$ cat src/rtl/deser_pkg.sv
// Shared definitions for the serial word deserializer.
// Holds the assembler state enum, the frame-length helper and counter sizing.
// Optional feature macro: DESER_PARITY_EN adds one trailing even-parity bit per frame.
package deser_pkg;

  typedef enum logic [0:0] {
    IDLE,
    ASSEMBLE
  } state_e;

`ifdef DESER_PARITY_EN
  localparam bit ParityEn = 1'b1;
`else
  localparam bit ParityEn = 1'b0;
`endif

  // Bits per frame: data bits plus the optional parity bit.
  function automatic int unsigned frame_len(input int unsigned width, input bit parity_en);
    return parity_en ? width + 1 : width;
  endfunction

  localparam int unsigned DefaultDataWidth = 16;
  localparam int unsigned CntWidth = $clog2(frame_len(DefaultDataWidth, ParityEn));

endpackage

$ cat src/rtl/deser_fifo.sv
// Synchronous FIFO for completed words (plus optional parity flag).
// Ports:
//   clk, reset        rising-edge clock, synchronous active-high reset
//   push, push_data   write request and data; caller only pushes when legal
//   pop, pop_data     read request; pop_data shows the head entry
//   full, empty       occupancy flags
//   level             entries currently held
module deser_fifo #(
  parameter int unsigned WIDTH = 16,
  parameter int unsigned DEPTH = 4
) (
  input  logic                       clk,
  input  logic                       reset,
  input  logic                       push,
  input  logic [WIDTH-1:0]           push_data,
  input  logic                       pop,
  output logic [WIDTH-1:0]           pop_data,
  output logic                       full,
  output logic                       empty,
  output logic [$clog2(DEPTH+1)-1:0] level
);

  localparam int unsigned PtrW = $clog2(DEPTH);
  localparam int unsigned LvlW = $clog2(DEPTH + 1);

  logic [WIDTH-1:0] mem_q [DEPTH];
  logic [PtrW-1:0]  wr_q, rd_q;
  logic [LvlW-1:0]  cnt_q;

  // Pointers wrap naturally because DEPTH is a power of two.
  always_ff @(posedge clk) begin
    if (reset) begin
      wr_q  <= '0;
      rd_q  <= '0;
      cnt_q <= '0;
    end else begin
      if (push) wr_q <= wr_q + PtrW'(1);
      if (pop)  rd_q <= rd_q + PtrW'(1);
      if (push && !pop)      cnt_q <= cnt_q + LvlW'(1);
      else if (pop && !push) cnt_q <= cnt_q - LvlW'(1);
    end
  end

  // Storage needs no reset; validity is tracked by the pointers.
  always_ff @(posedge clk) begin
    if (push) mem_q[wr_q] <= push_data;
  end

  assign pop_data = mem_q[rd_q];
  assign full     = (cnt_q == LvlW'(DEPTH));
  assign empty    = (cnt_q == '0);
  assign level    = cnt_q;

endmodule

$ cat src/rtl/serial_word_deserializer.sv
// Rebuilds DATA_WIDTH-bit words from an LSB-first serial stream and delivers
// them through a valid/ready interface backed by a small FIFO.
// Ports:
//   clk, reset             rising-edge clock, synchronous active-high reset
//   din, din_valid, sof    serial bit, its qualifier, start-of-frame marker
//   dout, dout_valid       FIFO head word (0 when not valid) and its valid
//   dout_ready             consumer accepts the head word
//   overflow               sticky: a completed word found the FIFO full
//   level                  words currently buffered
//   parity_err             head word parity mismatch (DESER_PARITY_EN only)
// Optional feature macro: DESER_PARITY_EN.
module serial_word_deserializer
  import deser_pkg::*;
#(
  parameter int unsigned DATA_WIDTH = 16,
  parameter int unsigned DEPTH      = 4
) (
  input  logic                       clk,
  input  logic                       reset,
  input  logic                       din,
  input  logic                       din_valid,
  input  logic                       sof,
  output logic [DATA_WIDTH-1:0]      dout,
  output logic                       dout_valid,
  input  logic                       dout_ready,
  output logic                       overflow,
  output logic [$clog2(DEPTH+1)-1:0] level
`ifdef DESER_PARITY_EN
  ,
  output logic                       parity_err
`endif
);

  localparam int unsigned F    = frame_len(DATA_WIDTH, ParityEn);
  localparam int unsigned CntW = $clog2(F);
`ifdef DESER_PARITY_EN
  localparam int unsigned FifoW = DATA_WIDTH + 1;
`else
  localparam int unsigned FifoW = DATA_WIDTH;
`endif

  state_e          state_q, state_d;
  logic [CntW-1:0] cnt_q, cnt_d;
  logic [F-1:0]    frame_q, frame_d;
  logic [F-1:0]    frame_cur;
  logic            ovf_q, ovf_d;
  logic            word_done, push, pop;
  logic            fifo_full, fifo_empty;
  logic [FifoW-1:0] push_data, fifo_dout;

  always_ff @(posedge clk) begin
    if (reset) begin
      state_q <= IDLE;
      cnt_q   <= '0;
      frame_q <= '0;
      ovf_q   <= 1'b0;
    end else begin
      state_q <= state_d;
      cnt_q   <= cnt_d;
      frame_q <= frame_d;
      ovf_q   <= ovf_d;
    end
  end

  always_comb begin
    state_d   = state_q;
    cnt_d     = cnt_q;
    frame_d   = frame_q;
    word_done = 1'b0;
    // Frame as it would look with the current bit written at index cnt.
    frame_cur         = frame_q;
    frame_cur[cnt_q]  = din;
    if (din_valid) begin
      if (sof) begin
        // sof realigns in any state, discarding a partial word.
        frame_d    = '0;
        frame_d[0] = din;
        cnt_d      = CntW'(1);
        state_d    = ASSEMBLE;
      end else if (state_q == ASSEMBLE) begin
        if (cnt_q == CntW'(F - 1)) begin
          word_done = 1'b1;
          cnt_d     = '0;
          frame_d   = '0;
        end else begin
          frame_d = frame_cur;
          cnt_d   = cnt_q + CntW'(1);
        end
      end
    end
  end

  assign pop  = !fifo_empty && dout_ready;
  // A full FIFO still accepts a word when the head leaves in the same cycle.
  assign push  = word_done && (!fifo_full || pop);
  assign ovf_d = ovf_q | (word_done & fifo_full & !pop);

`ifdef DESER_PARITY_EN
  // Even parity over data plus parity bit: any odd total is a mismatch.
  assign push_data = {^frame_cur, frame_cur[DATA_WIDTH-1:0]};
`else
  assign push_data = frame_cur;
`endif

  deser_fifo #(
    .WIDTH (FifoW),
    .DEPTH (DEPTH)
  ) u_fifo (
    .clk       (clk),
    .reset     (reset),
    .push      (push),
    .push_data (push_data),
    .pop       (pop),
    .pop_data  (fifo_dout),
    .full      (fifo_full),
    .empty     (fifo_empty),
    .level     (level)
  );

  assign dout_valid = !fifo_empty;
  assign dout       = fifo_empty ? '0 : fifo_dout[DATA_WIDTH-1:0];
  assign overflow   = ovf_q;
`ifdef DESER_PARITY_EN
  assign parity_err = !fifo_empty & fifo_dout[DATA_WIDTH];
`endif

endmodule

$ cat config.mk
export PLATFORM = sky130hd
export DESIGN_NAME = serial_word_deserializer
export DESIGN_NICKNAME = d
export VERILOG_FILES = /design/src/rtl/deser_pkg.sv /design/src/rtl/deser_fifo.sv /design/src/rtl/serial_word_deserializer.sv
export SDC_FILE = /design/constraint.sdc
export NUM_CORES = 1
export LEC_CHECK = 0
export CORE_ASPECT_RATIO = 0.8
export CORE_MARGIN = 4
export CORE_UTILIZATION = 58
export CTS_CLUSTER_DIAMETER = 80
export DETAILED_ROUTE_END_ITERATION = 12
export PLACE_DENSITY = 0.78
export SLEW_MARGIN = 20
export SYNTH_ARGS = -nofsm -noshare
export SYNTH_HDL_FRONTEND = slang
export SYNTH_SLANG_ARGS = --single-unit
$ cat constraint.sdc
create_clock -name clk -period 3.1 [get_ports clk]
set_input_delay 0.62 -clock clk [delete_from_list [all_inputs] [get_ports clk]]
set_output_delay 0.62 -clock clk [all_outputs]
set_load 0.1 [all_outputs]
# Yosys cells after proc, flatten, opt, wreduce, memory -nomap -nowiden
# Memory sizes are Yosys's and may differ from the RTL's. A register that Yosys moved wholly into a read port is not among the register bits.
# Index checks and enable logic that the tools add are counted.
# Widths: inputs -> output; s select.
[word_totals]
regBits = 29
ram_bits = 64
output_inout_bits = 21
wordCells = 55
mem_count = 1
[memory_table]
columns = ["name", "words", "word_bits", "read_ports", "rd_ports_with_merged_regs", "write_ports", "line", "text"]
rows = [
  ["u_fifo.mem_q", 4, 16, 1, 1, 1, "deser_fifo.sv:26", "logic [WIDTH-1:0] mem_q [DEPTH];"],
]
[classes]
n_addsub = 5
order_cmp = 2
n_eq_ne = 2
mux = 20
bitwise = 3
n_reduce_logical = 15
[op_table]
columns = ["cell", "n"]
rows = [
  ["$mux 16", 4],
  ["$bwmux 16", 1],
  ["$mux 4", 3],
  ["$mux 1", 7],
  ["$mux 3", 2],
  ["$logic_and 1x1->1", 5],
  ["$lt 4x5->1 const B", 1],
  ["$add 2x1->2 const B", 2],
  ["$add 4x1->4 const B", 1],
  ["$demux 1 s4", 1],
  ["$eq 4x4->1 const B", 1],
  ["$ge 4x1->1 const B", 1],
  ["$logic_not 1->1", 4],
  ["$mux 2", 2],
  ["$reduce_and 2->1", 2],
  ["$reduce_bool 2->1", 2],
  ["$add 3x1->3 const B", 1],
  ["$eq 3x3->1 const B", 1],
  ["$logic_not 3->1", 1],
  ["$sub 3x1->3 const B", 1],
  ["$and 1x1->1", 2],
  ["$logic_or 1x1->1", 1],
  ["$or 1x1->1", 1],
]

# Longest topological paths before layout
# Gate-level depths: netlist of the first run.
[depth]
word_depth = 10
mapped_depth = 10

# Cells and area by module
# Synthesis of the first run repeated with hierarchy kept, for this count alone.
[unflattened]
hier_cells = 279
area_unflattened_um2 = 4179.0
[by_module_without_submodules]
columns = ["mod", "instances", "cells_per_inst", "area_per_inst_um2", "seq_area_each_um2"]
rows = [
  ["deser_fifo", 1, 128, 2775.2, 2102.0],
  ["serial_word_deserializer", 1, 151, 1403.8, 440.4],
]

# Worst setup path after synthesis of the first run
# No wires, ideal clock.
[synth_timing]
path_kind = "reg-to-output"
start = "register u_fifo.cnt_q[0], in the netlist u_fifo.level[0]"
end = "output dout[10]"
t_arrival_ps = 2890
required_time_ps = 2480
path_slack_ps = -410
stages_incl_launch_ff = 4
n_path_buf = 1
cell_sequence = "dfxtp_1 -> nor3_2 -> clkbuf_1 -> nor2b_1"
[synth_via]
elab_chain_cells = 2
[synth_lines]
columns = ["item", "line", "text"]
rows = [
  ["from (decl)", "deser_fifo.sv:28", "logic [LvlW-1:0] cnt_q;"],
  ["from (signal assigned)", "deser_fifo.sv:39", "if (push && !pop) cnt_q <= cnt_q + LvlW'(1);"],
  ["from (signal assigned)", "deser_fifo.sv:40", "else if (pop && !push) cnt_q <= cnt_q - LvlW'(1);"],
  ["$logic_not 3->1", "deser_fifo.sv:51", "assign empty = (cnt_q == '0);"],
  ["$mux 16", "serial_word_deserializer.sv:121", "assign dout = fifo_empty ? '0 : fifo_dout[DATA_WIDTH-1:0];"],
  ["to (decl)", "serial_word_deserializer.sv:23", "output logic [DATA_WIDTH-1:0] dout,"],
]
# Every way passes these cells.

==> metrics.md, run 1 <==
| Metric | Value |
|---|---|
| Core box area | between 6000 and 7000 sq um |
| Design area | roughly 4800 sq um |
| Syn_nets | between 200 and 300 |
| Clk_lat worst skew | 360 ps |
| Simple-gate portion of the synthesized area | 9.74% |
| Die height | 83.2 microns |
| Worst Hold Path EP | frame_q[1]$_SDFFE_PP0P_ |
| Wire per inst | roughly 19 microns |
| Synthesized area | 4100 sq um |
| Largest net degree at the start of global routing | 21 |
| Worst Reg-to-Reg Cells | 9 |
| R2R Path Start | cnt_q[0]$_SDFFE_PP0P_ |
| Root buf cell | clkbuf_8 |
| Synthesized flop and latch total | 95 |
| Die ar. | 8480 sq um |
| Sequential element share of the synthesized area | between 60% and 70% |
| Crit Path Class | flip-flop to output port |
| Synth Area in Adders | 3.24% |
| Overall power | between 2 and 2.5 mW |
| Peak supply drop | 0.299 mV |
| Req. time, crit path | 2480 ps |
| Synth Flop Type | edfxtp_1 |
| Placed Cells | 370 |
| Area delta synth->final | 17.6% |
| Relative slew slack | 30.2% |
| Vias | about 2300 |
| Sink Count | 95 |
| CTS tree | built |
| Bufs on Longest Clock Path | 2 |
| Worst Path Max Fanout | 16 |
| Crit path cell chain | buf_4 > mux4_2 > nor2b_1 > buf_12 |
| Number of global-route vias before repair | 2318 |
| Asr flop ratio synth | 0% |
| Via density | 5.85 |
| Syn Inst Count | 264 |
| Proportion of layout cells with a drive suffix above 1 | between 20% and 30% |
| Max Fclk | 394 MHz |
| CP Capture Type | output port |
| GPL Wtd Cong | 0.770 |
| P per Cell Area | about 490 nW/um^2 |
| Fill count | 489 |
| WP data arrival | approximately 1900 ps |
| Reg2reg setup slack | 660 ps |
| Hold_ws | 470 ps |
| Cts repair resizes | 0 |
| Syn Area/Cell | 15.5 sq um |
| Cell Count, Final, Fillers Out | 386 |
| Ports | 27 |
| FF-to-FF End | u_fifo.level[2]$_SDFFE_PP0P_ |
| Slew @ Worst Pin | 1040 ps |
| H-tree depth | 3 |
| Hold Startpoint | frame_q[1]$_SDFFE_PP0P_ |
| Final Skew | 6.40 ps |
| Initial antenna violation count | 0 |
| Startpoint Class | flip-flop |
| Starting Density | a little under 60% |
| Row count | 27 |
| CTS Buf Count | 9 |
| Total grt overflow | 0 |
| Main combinational cell family by area after synthesis | multiplexers |
| I/O Buffers | 26 |
| Pre-antenna DRT Iters | 5 |
| CP peak stage delay | 550 ps |
| Slowest cell on the critical path | mux4_2 |
| Nets | 310 |
| Hold WC Path Type | flip-flop to flip-flop |
| Leakage | 1.67 nW |
| Final WL | 7170 microns |
| N_diodes | 0 |
| Post-route ant nets | 0 |
| CTS clk-pin slew, worst paths | about 90 ps |
| Final Hold Vio Count | 0 |
| Max Cap Violations | 0 |
| Synth Area in XOR/XNOR | 0.855% |
| WHS Path Cells | 1 |
| DRC | 0 |
| Number of synthesized flops with an enable pin | 64 |
| Minimum clock period | about 2500 ps |
| Synth Warn # | 0 |
| First-pass GRT wire length | 11800 microns |
| Synth Area in Compound Gates | 6.41% |
| Run status | completed |
| WP depth | 4 |
| CP delay by family, top | multiplexers |
| Buffers inserted by post-CTS timing repair | 0 |
| Mux cell area share after synthesis | 14.0% |
| DIE WIDTH | 102 microns |
| Tcrit/Tclk final | about four fifths |
| Yosys cell types | 41 |
| Detail Placement HPWL | approximately 4500 microns |
| Hold buffer count at cts | 0 |
| RSZ-0062 raised after global routing | no |
| Slew Viols, Final | 0 |
| First DRT Iteration DRCs | 127 |
| Setup violations, final | 0 |
| WP buf/inv | 2 |
| GRT Overall Usage | 18.6% |
| Post-DP Area | 4580 sq um |
power breakdown:
part           leakage (nW)  switching (mW)  internal [mW]
Sequential            0.841         0.00461           1.34
Combinational         0.707          0.0289         0.0202
Clock                 0.119           0.415          0.543
through the flow:
stage                     util, %  setup TNS (ps)  setup slack [ps]
after floorplan                 -           -5080              -410
after global placement       66.4               0               311
after detailed placement     66.4               0               283
after CTS                    70.0               0               526
after global routing         70.0               0               455
final                        70.0               0               560
per-layer routing:
| metal | part of all wire, % | track usage, % | vias up |
|---|---|---|---|
| met5 | 0 | 0 | - |
| met1 | 43 | 24.8 | 1114 |
| met3 | 4.8 | 5.04 | 13 |
| met4 | 1.9 | 6.08 | 0 |
| met2 | 50 | 29.6 | 50 |
| li1 | - | - | 1083 |
worst max path at each step:
stage,from,to,slack (ps)
floorplan,u_fifo.level[0]$_SDFFE_PP0P_,dout[10],-410
global placement,sof,u_fifo.level[2]$_SDFFE_PP0P_,310
detailed placement,sof,u_fifo.level[2]$_SDFFE_PP0P_,280
CTS,flip-flop,dout[3],530
global route,flip-flop,dout[3],450
finish,flip-flop,dout[3],560
worst reg2reg max path: cells and delay by family, from the launching register on:
family / cells / cell delay [ps]
buffers and inverters: 1 / 60
xor gates and xnor gates: 1 / 180
adders and majority gates: 3 / 760
and+or+nand+nor: 3 / 790
DFF: 1 / 470
AOI/OAI and AO/OA: 1 / 140
area by class of cell:
cell class / instances / area, sq um / area share (%)
Clock buffer: 10 / 128 / 2.65
Clock inverter: 6 / 118 / 2.44
Inverter: 8 / 30.0 / 0.623
Multi-Input combinational cell: 143 / 1410 / 29.1
Sequential cell: 95 / 2540 / 52.7
Tap cell: 87 / 109 / 2.26
Timing Repair Buffer: 37 / 490 / 10.2
cell usage after synthesis, types with 3 or more instances:
master / count / area [sq um]
buf_6: 5 / 56.3
ha_1: 9 / 113
mux4_2: 16 / 360
nand3b_1: 8 / 60.1
nand3_1: 6 / 30.0
dfxtp_1: 31 / 621
xor2_1: 4 / 35.0
a32o_1: 16 / 160
nor2_1: 12 / 45.0
edfxtp_1: 64 / 1920
nor2b_1: 16 / 100
and2_2: 4 / 30.0
a21oi_1: 4 / 20.0
nor3b_1: 4 / 30.0
buf_2: 7 / 35.0
mux2_2: 16 / 180
clkbuf_1: 3 / 11.3
inv_1: 8 / 30.0
o21ai_0: 4 / 20.0
state kept, by name, summed over array words and instances (netlist names), named ones only:
| name | cells |
|---|---|
| u_fifo.mem_q | 64 |
| frame_q | 16 |
| cnt_q | 4 |
| u_fifo.level | 3 |
| u_fifo.rd_q | 2 |
| u_fifo.wr_q | 2 |
| overflow | 1 |
| state_q | 1 |
kinds of logic after synthesis:
group                      after synthesis
AOI/OAI and AO/OA                       32
muxes                                   35
DFF                                     95
xor gates and xnor gates                 4
buffers and inverters                   26
adders and majority gates               10
and+or+nand+nor                         62
layout by cell type (no fill, tap or decap), drive strengths merged, types with 2 or more instances in the layout:
cell,instances
nand3,6
clkbuf,10
nor3b,4
nor2b,16
a21oi,4
nand2b,2
clkdlybuf4s50,5
bufinv,3
a31oi,2
nand3b,8
dfxtp,31
inv,9
a32o,16
edfxtp,64
mux2,17
mux2i,2
xor2,4
o21ai,4
and2,4
ha,9
mux4,16
nor2,12
and3b,2
buf,32
Note: power is estimated with default switching activity, not from simulation.
==> run 2: changes to the inputs <==
--- a/config.mk
+++ b/config.mk
@@ -7,10 +7,10 @@
 export LEC_CHECK = 0
 export CORE_ASPECT_RATIO = 0.8
 export CORE_MARGIN = 4
-export CORE_UTILIZATION = 58
+export CORE_UTILIZATION = 53
 export CTS_CLUSTER_DIAMETER = 80
 export DETAILED_ROUTE_END_ITERATION = 12
-export PLACE_DENSITY = 0.78
+export PLACE_DENSITY = 0.76
 export SLEW_MARGIN = 20
 export SYNTH_ARGS = -nofsm -noshare
 export SYNTH_HDL_FRONTEND = slang
==> constraint.sdc (replaced) <==
create_clock -name clk -period 2.1 [get_ports clk]
set_input_delay 0.42 -clock clk [delete_from_list [all_inputs] [get_ports clk]]
set_output_delay 0.42 -clock clk [all_outputs]
set_load 0.1 [all_outputs]
==> run 2 against run 1 <==
Effect of this change:
- the flow now finishes with violations (setup timing)
- final cell count grew 7.8%
- global-route usage shrank 0.22 points
- sequential share of layout area shrank 3.2 points
- wire length grew 6.8%
- sequential power grew 47%
- non-clock buffer count grew 12
- count of clock-buffer cells in the layout shrank 1
- core utilization shrank 0.50 points
- register-to-register slack lost 670 ps
- first-iteration DRC count grew 20%
- die area grew 8.6%
- hold slack gained 1.7 ps
- critical path type unchanged
- critical endpoint is now dout[12]
- largest cell class unchanged
- largest power group unchanged
==> metrics.md, run 2 (synthesized netlist as in run 1, its figures left out) <==
| Metric | Value |
|---|---|
| R2R Path Start | cnt_q[1]$_SDFFE_PP0P_ |
| Area delta synth->final | 26.5% |
| Slew @ Worst Pin | about 1000 ps |
| Hold buffer count at cts | 0 |
| Pre-antenna DRT Iters | 4 |
| Post-DP Area | a little under 5000 sq um |
| WHS Path Cells | 1 |
| Worst Reg-to-Reg Cells | 9 |
| Placed Cells | approximately 400 |
| GRT Overall Usage | 18.3% |
| I/O Buffers | 26 |
| Detail Placement HPWL | 4990 microns |
| Proportion of layout cells with a drive suffix above 1 | 42.1% |
| WP data arrival | 1750 ps |
| FF-to-FF End | u_fifo.level[2]$_SDFFE_PP0P_ |
| Crit Path Class | flip-flop to output port |
| CP peak stage delay | 510 ps |
| RSZ-0062 raised after global routing | yes |
| Initial antenna violation count | 0 |
| Clk_lat worst skew | 360 ps |
| CTS Buf Count | 9 |
| CTS tree | built |
| Most common cell after layout, fill and taps aside | edfxtp_1 |
| Nets | 322 |
| Hold WC Path Type | flip-flop to flip-flop |
| Final WL | about 7700 microns |
| Design area | 5180 sq um |
| Leakage | ~1.8 nW |
| Cell Count, Final, Fillers Out | 416 |
| Sink Count | 95 |
| Die ar. | 9210 sq um |
| Largest Register | u_fifo.mem_q |
| Top flop regs | u_fifo.mem_q (64), frame_q (16), cnt_q (4) |
| Failing checks | setup timing |
| N_diodes | 0 |
| Run status | finished, violations left |
| P per Cell Area | between 600 and 700 nW/um^2 |
| DRC | 0 |
| Worst Path Max Fanout | 8 |
| Req. time, crit path | 1680 ps |
| Final Hold Vio Count | 0 |
| Minimum clock period | 2170 ps |
| Ports | 27 |
| Reg2reg setup slack | -10 ps |
| Post-route ant nets | 0 |
| Peak supply drop | 0.401 mV |
| Max Cap Violations | 0 |
| WP buf/inv | 2 |
| Post-layout util | 69.5% |
| First-pass GRT wire length | 12600 microns |
| H-tree depth | 3 |
| Relative slew slack | 30.1% |
| Row count | 28 |
| Wire per inst | 18.4 microns |
| DR top layer | met4 |
| Slew Viols, Final | 0 |
| Final Skew | 11.7 ps |
| Crit path top cell by count | buf_12 |
| Bufs on Longest Clock Path | 2 |
| Routed length on met2 | about 3900 microns |
| GPL Wtd Cong | 0.775 |
| Max Fclk | 462 MHz |
| Largest net degree at the start of global routing | 21 |
| Setup violations, final | 17 |
| Slowest cell on the critical path | mux4_2 |
| Met1 WL | 3340 microns |
| Overall power | 3.39 mW |
| Startpoint Class | flip-flop |
| DIE WIDTH | 106 microns |
| Root buf cell | clkbuf_8 |
| Total grt overflow | 0 |
| Most frequent cells in the layout | edfxtp_1 (64), dfxtp_1 (25), buf_4 (23) |
| Die height | 86.7 microns |
| CTS clk-pin slew, worst paths | 90 ps |
| Vias | between 2000 and 2500 |
| Worst Setup EP | dout[12] |
| First DRT Iteration DRCs | roughly 150 |
| Starting Density | 54.9% |
| WP depth | 4 |
| Max reg flops | 64 |
| Tcrit/Tclk final | 103% |
| Crit path cell chain | buf_12 > mux4_2 > nor2b_4 > buf_12 |
| Setup WS post-layout | -66.7 ps |
| Via density | 5.65 |
| CP Capture Type | output port |
| Buffers inserted by post-CTS timing repair | 0 |
| Met3 WL post-DR | ~330 microns |
| CP delay by family, top | multiplexers |
| Core box area | approximately 7500 sq um |
| Number of global-route vias before repair | 2368 |
run 2: cell types whose count changed in the layout (fill, tap and decap cells not counted), moves of 2 or more:
cell	previous run	this run
buf_12	16	20
buf_4	16	23
dfxtp_1	31	25
dfxtp_4	0	6
ha_1	9	7
ha_4	0	2
inv_1	8	6
nor2b_1	16	0
nor2b_4	0	16
run 2: how the worst min path moves through the flow:
stage	slack [ps]	endpoint	from
2_1_floorplan	440	frame_q[10]$_SDFFE_PP0P_	frame_q[10]$_SDFFE_PP0P_
3_3_place_gp	440	frame_q[7]$_SDFFE_PP0P_	frame_q[7]$_SDFFE_PP0P_
3_5_place_dp	450	frame_q[14]$_SDFFE_PP0P_	frame_q[14]$_SDFFE_PP0P_
4_1_cts	470	frame_q[14]$_SDFFE_PP0P_	frame_q[14]$_SDFFE_PP0P_
5_1_grt	490	frame_q[14]$_SDFFE_PP0P_	frame_q[14]$_SDFFE_PP0P_
6_report	470	frame_q[6]$_SDFFE_PP0P_	frame_q[6]$_SDFFE_PP0P_
run 2: layer usage:
metal	up-vias	track usage, %
met5	-	0
met4	0	5.65
met3	8	4.91
met2	48	31.8
met1	1190	22.7
li1	1106	-
run 2: cell type report:
| class | instances | area, sq um |
|---|---|---|
| Inverter | 8 | 33.8 |
| Sequential cell | 95 | 2560 |
| Multi-Input combinational cell | 143 | 1570 |
| Clock buffer | 9 | 124 |
| Timing Repair Buffer | 49 | 653 |
| Fill cell | 487 | 2280 |
| Tap cell | 105 | 131 |
| Clock inverter | 7 | 106 |
run 2: power breakdown:
part           internal (mW)  switching (mW)
combinational         0.0367          0.0502
clock                  0.684           0.642
sequential              1.97         0.00292
run 2: timing repair:
action | CTS | global route
gates cloned | 1 | 0
gates resized for setup | 11 | 2
setup endpoints to repair | 17 | 18
pin swaps | 1 | 0
run 2: per-stage QoR:
step	TNS [ps]	setup slack, ps	hold WS [ps]
2_1_floorplan	-40.6	-40.6	436
6_report	-824	-66.7	472
3_5_place_dp	-15830	-405	450
3_3_place_gp	-14690	-361	440
4_1_cts	-1210	-91.2	473
5_1_grt	-2030	-134	494
run 2: worst reg2reg max path, stage by stage, from the launching register on:
cell and delay (ps):
dfxtp_4 370, ha_4 130, and4_4 200, and3b_2 210, ha_4 140, inv_2 40
fa_2 350, xor2_1 150, or3_1 330, a21oi_2 130
==> run 3: changes to the inputs <==
--- a/config.mk
+++ b/config.mk
@@ -10,6 +10,7 @@
 export CORE_UTILIZATION = 53
 export CTS_CLUSTER_DIAMETER = 80
 export DETAILED_ROUTE_END_ITERATION = 12
+export GPL_ROUTABILITY_DRIVEN = 0
 export PLACE_DENSITY = 0.76
 export SLEW_MARGIN = 20
 export SYNTH_ARGS = -nofsm -noshare
==> results of run 3 <==
Final layout, timing and power as in run 2 (identical DEF).
